`src/rtl/writeback_stage_pkg.sv`:
```
// Shared types for the writeback stage: result source encoding and the
// buffered result entry layout.
package writeback_stage_pkg;

    localparam int WB_DATA_W     = 16;
    localparam int WB_ADDR_W     = 4;
    localparam int WB_FIFO_DEPTH = 2;

    typedef enum logic [1:0] {
        WB_ALU0    = 2'd0,
        WB_ALU1    = 2'd1,
        WB_COMPLEX = 2'd2,
        WB_MEMORY  = 2'd3
    } wb_source_t;

    typedef struct packed {
        logic [WB_ADDR_W-1:0] addr;
        logic [WB_DATA_W-1:0] data;
    } wb_entry_t;

endpackage

```
`src/rtl/writeback_stage_if.sv`:
```
// Bus between issue/execution units and the writeback stage: fixed-path
// control, the two variable-latency handshakes and the register-file port.
interface writeback_stage_if #(
    parameter int DATABITWIDTH    = 16,
    parameter int REGADDRBITWIDTH = 4
);
    logic                       WritebackEnIn;
    logic [1:0]                 WriteBackSourceIn;
    logic [REGADDRBITWIDTH-1:0] RegWriteAddrIn;
    logic [DATABITWIDTH-1:0]    ALU0_Result;
    logic [DATABITWIDTH-1:0]    ALU1_Result;
    logic                       ComplexValid;
    logic                       ComplexReady;
    logic [REGADDRBITWIDTH-1:0] ComplexAddr;
    logic [DATABITWIDTH-1:0]    ComplexData;
    logic                       MemValid;
    logic                       MemReady;
    logic [REGADDRBITWIDTH-1:0] MemAddr;
    logic [DATABITWIDTH-1:0]    MemData;
    logic                       RegFileWriteEn;
    logic [REGADDRBITWIDTH-1:0] RegFileWriteAddr;
    logic [DATABITWIDTH-1:0]    RegFileWriteData;
    logic                       WritebackCongestionStall;

    modport master (
        output WritebackEnIn, WriteBackSourceIn, RegWriteAddrIn,
        output ALU0_Result, ALU1_Result,
        output ComplexValid, ComplexAddr, ComplexData,
        output MemValid, MemAddr, MemData,
        input  ComplexReady, MemReady,
        input  RegFileWriteEn, RegFileWriteAddr, RegFileWriteData,
        input  WritebackCongestionStall
    );

    modport slave (
        input  WritebackEnIn, WriteBackSourceIn, RegWriteAddrIn,
        input  ALU0_Result, ALU1_Result,
        input  ComplexValid, ComplexAddr, ComplexData,
        input  MemValid, MemAddr, MemData,
        output ComplexReady, MemReady,
        output RegFileWriteEn, RegFileWriteAddr, RegFileWriteData,
        output WritebackCongestionStall
    );
endinterface

```
`src/rtl/writeback_result_fifo.sv`:
```
// Small power-of-two FIFO buffering one variable-latency result source.
// Callers gate push/pop with full/empty and the clock enable.
module writeback_result_fifo #(
    parameter int DEPTH = 2,
    parameter int WIDTH = 20,
    localparam int PW   = $clog2(DEPTH),
    localparam int CW   = $clog2(DEPTH) + 1
) (
    input  logic             clk,
    input  logic             i_srst,
    input  logic             i_push,
    input  logic             i_pop,
    input  logic [WIDTH-1:0] i_data,
    output logic [WIDTH-1:0] o_data,
    output logic             o_full,
    output logic             o_empty,
    output logic [CW-1:0]    o_count
);

    logic [WIDTH-1:0] r_mem [DEPTH];
    logic [PW-1:0]    r_wr_ptr;
    logic [PW-1:0]    r_rd_ptr;
    logic [CW-1:0]    r_count;

    // Pointer and occupancy bookkeeping; pointers wrap naturally at DEPTH.
    always_ff @(posedge clk) begin
        if (i_srst) begin
            r_wr_ptr <= '0;
            r_rd_ptr <= '0;
            r_count  <= '0;
        end else begin
            if (i_push) begin
                r_wr_ptr <= r_wr_ptr + 1'b1;
            end
            if (i_pop) begin
                r_rd_ptr <= r_rd_ptr + 1'b1;
            end
            case ({i_push, i_pop})
                2'b10:   r_count <= r_count + 1'b1;
                2'b01:   r_count <= r_count - 1'b1;
                default: r_count <= r_count;
            endcase
        end
    end

    // Entry storage; contents are meaningless while the count says empty.
    always_ff @(posedge clk) begin
        if (i_push) begin
            r_mem[r_wr_ptr] <= i_data;
        end
    end

    assign o_data  = r_mem[r_rd_ptr];
    assign o_full  = (r_count == CW'(DEPTH));
    assign o_empty = (r_count == '0);
    assign o_count = r_count;

endmodule

```
`src/rtl/writeback_stage.sv`:
```
// Final pipeline stage: owns the single register-file write port, shared by
// the 1-cycle ALU path and two buffered variable-latency result sources.
module writeback_stage
    import writeback_stage_pkg::*;
#(
    parameter int DATABITWIDTH    = WB_DATA_W,
    parameter int REGADDRBITWIDTH = WB_ADDR_W,
    parameter int FIFODEPTH       = WB_FIFO_DEPTH
) (
    input logic              clk,
    input logic              clk_en,
    input logic              sync_rst,
    writeback_stage_if.slave bus
);

    localparam int ENTRYW = REGADDRBITWIDTH + DATABITWIDTH;
    localparam int CNTW   = $clog2(FIFODEPTH) + 1;

    wb_source_t                 w_src;
    logic                       r_fix_valid;
    wb_source_t                 r_fix_src;
    logic [REGADDRBITWIDTH-1:0] r_fix_addr;
    logic                       r_last_mem;

    logic [ENTRYW-1:0] w_cplx_head, w_mem_head;
    logic              w_cplx_full, w_cplx_empty, w_mem_full, w_mem_empty;
    logic [CNTW-1:0]   w_cplx_count, w_mem_count;
    logic              w_cplx_ready, w_mem_ready;
    logic              w_cplx_push, w_mem_push;
    logic              w_grant_cplx, w_grant_mem;

    logic                       w_we;
    logic [REGADDRBITWIDTH-1:0] w_waddr;
    logic [DATABITWIDTH-1:0]    w_wdata;

    assign w_src = wb_source_t'(bus.WriteBackSourceIn);

    // Readiness looks only at registered occupancy, so a same-cycle pop
    // never reopens a full FIFO.
    assign w_cplx_ready = clk_en && !w_cplx_full;
    assign w_mem_ready  = clk_en && !w_mem_full;
    assign w_cplx_push  = bus.ComplexValid && w_cplx_ready;
    assign w_mem_push   = bus.MemValid && w_mem_ready;

    // Issue-cycle control delayed one cycle to line up with the ALU results.
    always_ff @(posedge clk) begin
        if (sync_rst) begin
            r_fix_valid <= 1'b0;
            r_fix_src   <= WB_ALU0;
            r_fix_addr  <= '0;
        end else if (clk_en) begin
            r_fix_valid <= bus.WritebackEnIn && ((w_src == WB_ALU0) || (w_src == WB_ALU1));
            r_fix_src   <= w_src;
            r_fix_addr  <= bus.RegWriteAddrIn;
        end else begin
            r_fix_valid <= r_fix_valid;
            r_fix_src   <= r_fix_src;
            r_fix_addr  <= r_fix_addr;
        end
    end

    // Port arbitration: fixed path first, then round-robin between FIFOs.
    always_comb begin
        w_grant_cplx = 1'b0;
        w_grant_mem  = 1'b0;
        w_we         = 1'b0;
        w_waddr      = '0;
        w_wdata      = '0;
        if (!clk_en) begin
            w_we = 1'b0;
        end else if (r_fix_valid) begin
            w_we    = 1'b1;
            w_waddr = r_fix_addr;
            case (r_fix_src)
                WB_ALU1: w_wdata = bus.ALU1_Result;
                default: w_wdata = bus.ALU0_Result;
            endcase
        end else if (!w_cplx_empty && (w_mem_empty || r_last_mem)) begin
            w_grant_cplx = 1'b1;
            w_we         = 1'b1;
            w_waddr      = w_cplx_head[ENTRYW-1:DATABITWIDTH];
            w_wdata      = w_cplx_head[DATABITWIDTH-1:0];
        end else if (!w_mem_empty) begin
            w_grant_mem = 1'b1;
            w_we        = 1'b1;
            w_waddr     = w_mem_head[ENTRYW-1:DATABITWIDTH];
            w_wdata     = w_mem_head[DATABITWIDTH-1:0];
        end else begin
            w_we = 1'b0;
        end
    end

    // Last FIFO granted; starts at Memory so Complex wins the first tie.
    always_ff @(posedge clk) begin
        if (sync_rst) begin
            r_last_mem <= 1'b1;
        end else if (w_grant_cplx) begin
            r_last_mem <= 1'b0;
        end else if (w_grant_mem) begin
            r_last_mem <= 1'b1;
        end else begin
            r_last_mem <= r_last_mem;
        end
    end

    writeback_result_fifo #(.DEPTH(FIFODEPTH), .WIDTH(ENTRYW)) u_cplx_fifo (
        .clk     (clk),
        .i_srst  (sync_rst),
        .i_push  (w_cplx_push),
        .i_pop   (w_grant_cplx),
        .i_data  ({bus.ComplexAddr, bus.ComplexData}),
        .o_data  (w_cplx_head),
        .o_full  (w_cplx_full),
        .o_empty (w_cplx_empty),
        .o_count (w_cplx_count)
    );

    writeback_result_fifo #(.DEPTH(FIFODEPTH), .WIDTH(ENTRYW)) u_mem_fifo (
        .clk     (clk),
        .i_srst  (sync_rst),
        .i_push  (w_mem_push),
        .i_pop   (w_grant_mem),
        .i_data  ({bus.MemAddr, bus.MemData}),
        .o_data  (w_mem_head),
        .o_full  (w_mem_full),
        .o_empty (w_mem_empty),
        .o_count (w_mem_count)
    );

    assign bus.ComplexReady             = w_cplx_ready;
    assign bus.MemReady                 = w_mem_ready;
    assign bus.RegFileWriteEn           = w_we;
    assign bus.RegFileWriteAddr         = w_waddr;
    assign bus.RegFileWriteData         = w_wdata;
    assign bus.WritebackCongestionStall = (w_cplx_count == CNTW'(FIFODEPTH)) ||
                                          (w_mem_count == CNTW'(FIFODEPTH));

endmodule

```
`src/flat_wrapper.sv`:
```
// flat-port wrapper written by rule: the top's interface ports become plain ports
module writeback_stage_flat import writeback_stage_pkg::*;
#(
    parameter int DATABITWIDTH    = WB_DATA_W,
    parameter int REGADDRBITWIDTH = WB_ADDR_W,
    parameter int FIFODEPTH       = WB_FIFO_DEPTH
)
  (clk, clk_en, sync_rst, bus_WritebackEnIn, bus_WriteBackSourceIn, bus_RegWriteAddrIn, bus_ALU0_Result, bus_ALU1_Result, bus_ComplexValid, bus_ComplexAddr, bus_ComplexData, bus_MemValid, bus_MemAddr, bus_MemData, bus_ComplexReady, bus_MemReady, bus_RegFileWriteEn, bus_RegFileWriteAddr, bus_RegFileWriteData, bus_WritebackCongestionStall);
  writeback_stage_if #(.DATABITWIDTH(DATABITWIDTH), .REGADDRBITWIDTH(REGADDRBITWIDTH)) bus_i ();
  input logic clk;
  input logic clk_en;
  input logic sync_rst;
  input wire logic [$bits(bus_i.WritebackEnIn)-1:0] bus_WritebackEnIn;
  input wire logic [$bits(bus_i.WriteBackSourceIn)-1:0] bus_WriteBackSourceIn;
  input wire logic [$bits(bus_i.RegWriteAddrIn)-1:0] bus_RegWriteAddrIn;
  input wire logic [$bits(bus_i.ALU0_Result)-1:0] bus_ALU0_Result;
  input wire logic [$bits(bus_i.ALU1_Result)-1:0] bus_ALU1_Result;
  input wire logic [$bits(bus_i.ComplexValid)-1:0] bus_ComplexValid;
  input wire logic [$bits(bus_i.ComplexAddr)-1:0] bus_ComplexAddr;
  input wire logic [$bits(bus_i.ComplexData)-1:0] bus_ComplexData;
  input wire logic [$bits(bus_i.MemValid)-1:0] bus_MemValid;
  input wire logic [$bits(bus_i.MemAddr)-1:0] bus_MemAddr;
  input wire logic [$bits(bus_i.MemData)-1:0] bus_MemData;
  output wire logic [$bits(bus_i.ComplexReady)-1:0] bus_ComplexReady;
  output wire logic [$bits(bus_i.MemReady)-1:0] bus_MemReady;
  output wire logic [$bits(bus_i.RegFileWriteEn)-1:0] bus_RegFileWriteEn;
  output wire logic [$bits(bus_i.RegFileWriteAddr)-1:0] bus_RegFileWriteAddr;
  output wire logic [$bits(bus_i.RegFileWriteData)-1:0] bus_RegFileWriteData;
  output wire logic [$bits(bus_i.WritebackCongestionStall)-1:0] bus_WritebackCongestionStall;
  assign bus_i.WritebackEnIn = bus_WritebackEnIn;
  assign bus_i.WriteBackSourceIn = bus_WriteBackSourceIn;
  assign bus_i.RegWriteAddrIn = bus_RegWriteAddrIn;
  assign bus_i.ALU0_Result = bus_ALU0_Result;
  assign bus_i.ALU1_Result = bus_ALU1_Result;
  assign bus_i.ComplexValid = bus_ComplexValid;
  assign bus_i.ComplexAddr = bus_ComplexAddr;
  assign bus_i.ComplexData = bus_ComplexData;
  assign bus_i.MemValid = bus_MemValid;
  assign bus_i.MemAddr = bus_MemAddr;
  assign bus_i.MemData = bus_MemData;
  assign bus_ComplexReady = bus_i.ComplexReady;
  assign bus_MemReady = bus_i.MemReady;
  assign bus_RegFileWriteEn = bus_i.RegFileWriteEn;
  assign bus_RegFileWriteAddr = bus_i.RegFileWriteAddr;
  assign bus_RegFileWriteData = bus_i.RegFileWriteData;
  assign bus_WritebackCongestionStall = bus_i.WritebackCongestionStall;
  writeback_stage #(.DATABITWIDTH(DATABITWIDTH), .REGADDRBITWIDTH(REGADDRBITWIDTH), .FIFODEPTH(FIFODEPTH)) u_core (.clk(clk), .clk_en(clk_en), .sync_rst(sync_rst), .bus(bus_i));
endmodule
```
`config.mk`:
```
export PLATFORM = sky130hd
export DESIGN_NAME = writeback_stage_flat
export DESIGN_NICKNAME = d
export VERILOG_FILES = /design/src/rtl/writeback_stage_pkg.sv /design/src/rtl/writeback_stage_if.sv /design/src/rtl/writeback_result_fifo.sv /design/src/rtl/writeback_stage.sv /design/src/flat_wrapper.sv
export SDC_FILE = /design/constraint.sdc
export NUM_CORES = 1
export LEC_CHECK = 0
export BUFFER_PORTS_ARGS = -buffer_cell sky130_fd_sc_hd__buf_2
export CORE_ASPECT_RATIO = 1.2
export CORE_MARGIN = 4
export CORE_UTILIZATION = 26
export CTS_CLUSTER_DIAMETER = 30
export DETAILED_ROUTE_END_ITERATION = 10
export GPL_ROUTABILITY_DRIVEN = 0
export PLACE_DENSITY = 0.43
export SLEW_MARGIN = 0
export SYNTH_ARGS = -nofsm -noshare
export SYNTH_HDL_FRONTEND = slang
export SYNTH_SLANG_ARGS = --single-unit
export TNS_END_PERCENT = 20
```
`constraint.sdc`:
```
create_clock -name clk -period 6.53 [get_ports clk]
set_clock_uncertainty 0.1 [all_clocks]
set_input_delay 0.3265 -clock clk [delete_from_list [all_inputs] [get_ports clk]]
set_output_delay 0.3265 -clock clk [all_outputs]
set_load 0.1 [all_outputs]
```
==> Word-level counts from Yosys, hierarchy flattened <==
Memories as Yosys holds them, arrays and structs flattened. A register that Yosys moved wholly into a read port is not among the register bits.
Cells that the tools add are included.
{ "classes": {"add_sub_neg": 8, "n_mul": 0, "div": 0, "order_cmp": 0, "eq_ne": 8, "shift": 0, "muxes": 31, "bitwise": 0, "reduce_logical": 18} }
{ "ops": {"columns": ["operator", "count"], "rows": [
  ["$mux W16", 5],
  ["$mux W1", 20],
  ["$mux W4", 4],
  ["$eq A2 B1 Y1 const B", 4],
  ["$eq A2 B2 Y1 const B", 4],
  ["$pmux W2 S2", 2],
  ["$logic_and A1 B1 Y1", 6],
  ["$logic_not A2 Y1", 3],
  ["$reduce_bool A2 Y1", 3],
  ["$add A1 B1 Y1 const B", 4],
  ["$add A2 B1 Y2 const B", 2],
  ["$sub A2 B1 Y2 const B", 2],
  ["$logic_not A1 Y1", 3],
  ["$logic_or A1 B1 Y1", 3]
]} }
{ "word_totals": {"regBits": 16, "latchBits": 0, "ramBits": 80, "rom_bits": 0, "out_inout_bits": 24, "word_cells": 77, "memories": 2} }
{ "memory_table": {"columns": ["name", "words", "word_bits", "read_ports", "rd_clocked_by_memory_dff", "write_ports", "line_no", "source"], "rows": [
  ["u_core.u_cplx_fifo.r_mem", 2, 20, 1, 1, 1, "writeback_result_fifo.sv:20", "logic [WIDTH-1:0] r_mem [DEPTH];"],
  ["u_core.u_mem_fifo.r_mem", 2, 20, 1, 1, 1, "writeback_result_fifo.sv:20", null]
]} }

==> Logic depth before layout (Yosys ltp) <==
{ "logic_depth": {"word_depth": 8, "mapped_depth": 9, "mapped_depth_nobuf": 7} }

==> Modules after synthesis <==
A second synthesis with hierarchy kept.
{ "unflattened": {"cells_unflattened": 309, "hier_area_um2": 4316.6} }
{ "modules_own_cells": {"columns": ["module", "n_inst", "cells_each", "area_each_um2", "seq_area_each_um2"], "rows": [
  ["writeback_result_fifo", 2, 84, 1641.6, 1301.2],
  ["writeback_stage", 1, 141, 1033.5, 160.2]
]} }

==> Worst setup path after synthesis <==
OpenSTA, ideal clock, no wires.
{ "synth_path": {"path_kind": "register to output", "startpoint": "register u_core.r_fix_src[1]", "endpoint": "output port bus_RegFileWriteData[10]", "arrival_ns": 2.448, "setup_slack_ns": 3.655, "path_stages_with_launch": 6, "path_cell_list": "dfxtp_1 > nand2b_1 > buf_4 > buf_4 > mux2i_1 > o221ai_1"} }
{ "synth_via": {"elab_chain_cells": 4} }
{ "synth_lines": {"columns": ["element", "line_no", "source"], "rows": [
  ["start, declared", "writeback_stage.sv:21", "wb_source_t r_fix_src;"],
  ["start signal, assigned", "writeback_stage.sv:53", "r_fix_src <= w_src;"],
  ["start signal, assigned", "writeback_stage.sv:57", "r_fix_src <= r_fix_src;"],
  ["$eq A2 B1 Y1", "writeback_stage.sv:74", "case (r_fix_src)"],
  ["$mux W16", "writeback_stage.sv:74", null],
  ["$mux W16", "writeback_stage.sv:71", "end else if (r_fix_valid) begin"],
  ["$mux W16", "writeback_stage.sv:69", "if (!clk_en) begin"],
  ["end, declared", "flat_wrapper.sv:28", "output wire logic [$bits(bus_i.RegFileWriteData)-1:0] bus_RegFileWriteData;"]
]} }
Every way passes these cells.

==> Final worst setup path <==
{ "layout_path": {"startpoint": "register u_core.r_fix_src[1]", "endpoint": "output port bus_RegFileWriteData[2]"} }
The elaborated chain is that of the path after synthesis.

==> flow_summary.json <==
{
  "place_ws_ns": 3.737,
  "first_pass_iters": 5,
  "hold_viol_final": 0,
  "layout_setup_ws_ns": 3.466,
  "status": "finished clean",
  "clkPwrFrac": 0.250,
  "p_switching_uw": 933.8,
  "synth-main-ff-cell": "edfxtp_1",
  "synth.most_common_cell": "edfxtp_1",
  "fin_crit_ns": 3.064,
  "post_cts_resized": 0,
  "diodes": 0,
  "slew_headroom": 0.2092,
  "ir_drop_uv": 196.8,
  "h-tree-depth": 3,
  "track_usage": 0.1244,
  "grt_setup_unrepaired": "no",
  "cpMaxStageDelayCell": "nand2b_1",
  "crit_type": "reg -> out",
  "avgRoutedWirePerCell_um": 18.86,
  "coreArea_mm2": 0.01640,
  "grt_pass1_wl_um": 17530,
  "ys_seq_area_frac": 0.6307,
  "drtAntennaViolNets": 0,
  "syn_nets": 397,
  "p_per_area_mw_per_mm2": 414.3,
  "synthTopCellsByArea": "edfxtp_1, mux2_2, dfxtp_1",
  "hold_ws_ns": 0.06779,
  "layout-drive-gt1-share": 0.4053,
  "clk_path_buf_depth": 2,
  "clk_pin_slew_worst_paths_ns": 0.07,
  "critPathBufInv": 1,
  "comb_power_share": 0.395,
  "syn-instance-count": 311,
  "totalPowerFinal_mw": 2.224,
  "top_usage_layer": "met2",
  "worstPathRequired_ns": 6.10,
  "fillers": 1651,
  "p_int_mw": 1.290,
  "final-seq-area_mm2": 0.002763,
  "chipHeight_um": 150.2,
  "synth.distinct_cells": 39,
  "grt.overflow.total": 0,
  "final_area_mm2": 0.005368,
  "cp-end-kind": "output port",
  "layout_worst_path_cycle_share": 0.4691,
  "route.detailed.drc": 0,
  "viasPerCell": 4.678,
  "routed_wl_um": 11770,
  "cts_tree": "yes",
  "cts_buffers": 9,
  "fin_tns_setup_ns": 0,
  "synth_edf_count": 80,
  "maxCapViolCount": 0,
  "cts_root_buffer": "clkbuf_16",
  "synth.top_cell.area_share": 0.5484,
  "antenna_found_initial": 0,
  "yosys_warnings": 0,
  "seq_power_share": 0.355,
  "multi_input_area_mm2": 0.001469,
  "synth_common_cells": "edfxtp_1, mux2_2, mux2i_1",
  "grt_max_degree": 35,
  "finalNetCount": 493,
  "crit_fanout": 16,
  "grtUsageMet1": 0.1497,
  "min_path_type": "in -> reg",
  "ys_ff_latch": 98,
  "cpLargestDelayFamily": "simple AND/OR/NAND/NOR gates",
  "hpwlAfterDp_um": 8490,
  "yosys.area.top_type": "edfxtp_1",
  "fmaxAchievable_mhz": 326.4,
  "drt_iter0_markers": 142,
  "cp.arrival_ns": 2.64,
  "syn_area_mm2": 0.004380,
  "clk_latency_ns": 0.34,
  "setup_viol": 0,
  "crit_chain": "nand2b_1, mux2i_1, o221ai_1, buf_2",
  "area_delta_synth_final_pct": 22.54,
  "worst_pin_slew_ns": 1.185,
  "slew_viol_final": 0,
  "max_stage_delay_ns": 0.87,
  "io_pins": 108,
  "initial_utilization": 0.2671,
  "die_area_mm2": 0.01900,
  "clock_sinks": 98,
  "start_kind": "flop",
  "grt_pass1_vias": 3059,
  "swShare": 0.4199,
  "grt_util_met2": 0.2058,
  "grt_use_met3": 0.03726,
  "vias": 2919,
  "cts_setup_buffers": 0,
  "die_w_um": 126.5,
  "async_reset_ff_frac": 0,
  "p_leak_nw": 2.086,
  "portBuffers": 107,
  "placed_cell_area_mm2": 0.005062,
  "rows": 51,
  "synth.avg_cell_area_um2": 14.09,
  "cts_hold_buf": 0
}
state kept, by name, summed over array words and instances, names as in the netlist, 2 cells and up, named ones only:
register,cells
u_core.u_cplx_fifo.r_mem,40
u_core.u_mem_fifo.r_mem,40
u_core.r_fix_addr,4
u_core.r_fix_src,2
u_core.u_cplx_fifo.o_count,2
u_core.u_mem_fifo.o_count,2
routing by layer:
layer	up-vias	share of wire
met5	-	0
met1	1389	0.42
li1	1394	-
met4	0	0.023
met3	17	0.066
met2	119	0.49
kinds of logic after synthesis:
logic type | synth area share
AO/OA/AOI/OAI | 0.06655
XOR/XNOR | 0.007999
adder cells (fa/ha/maj) | 0.005712
buffers and inverters | 0.03513
flip-flops | 0.6307
multiplexers | 0.1668
AND/OR/NAND/NOR | 0.08712
area by class of cell:
type | instances | share of cell area
Multi-Input combinational cell | 184 | 0.2737
Tap cell | 212 | 0.04942
Timing Repair Buffer | 108 | 0.1012
Clock buffer | 13 | 0.04476
Clock inverter | 3 | 0.01212
Sequential cell | 98 | 0.5147
Inverter | 6 | 0.004196
cell usage in the layout, fill, tap and decap left out, types with 2 or more instances in the layout:
cell and count:
buf_2 107, edfxtp_1 80, mux2_2 34, mux2i_1 22, nand2_1 18, nand4_1 18, dfxtp_1 18, o221ai_1 16
nor2_1 10, clkbuf_16 9, a21oi_1 8, o21ai_0 7, mux2_1 6, nand3_1 6, inv_1 5, a31oi_1 4
mux2_4 4, clkbuf_1 4, nand2b_1 3, nor2b_1 3, nor2_2 2, and2_1 2, xor2_1 2, a31o_1 2
xnor2_1 2, or3_1 2, ha_1 2, bufinv_16 2
metrics by stage:
stage               std cells  utilization
floorplan                 311            -
global placement          608       0.3087
detailed placement        608       0.3087
CTS                       624       0.3273
global route              624       0.3273
finish                    624       0.3273
worst paths after layout:
kind | startpoint | to | slack (ns) | depth (start not counted)
worst max-delay path | u_core.r_fix_src[1] | bus_RegFileWriteData[2] | 3.47 | 4
worst min-delay path | bus_ComplexAddr[1] | u_core.u_cplx_fifo.r_mem[0][17] | 0.07 | 1
worst max register to register | u_core.r_fix_valid | u_core.u_mem_fifo.o_count[1] | 4.18 | 5
worst min register to register | u_core.r_last_mem | u_core.r_last_mem | 0.40 | 1
power groups by stage:
| stage | clock network [mW] | logic [mW] | registers (mW) |
|---|---|---|---|
| 3_3_place_gp | 0 | 0.880 | 0.803 |
| 4_1_cts | 0.571 | 0.887 | 0.791 |
| 2_1_floorplan | 0 | 0.746 | 0.763 |
| 3_5_place_dp | 0 | 0.884 | 0.804 |
| 5_1_grt | 0.600 | 0.927 | 0.799 |
| 6_report | 0.557 | 0.879 | 0.788 |
No activity file was read; power rests on OpenSTA's default activity.
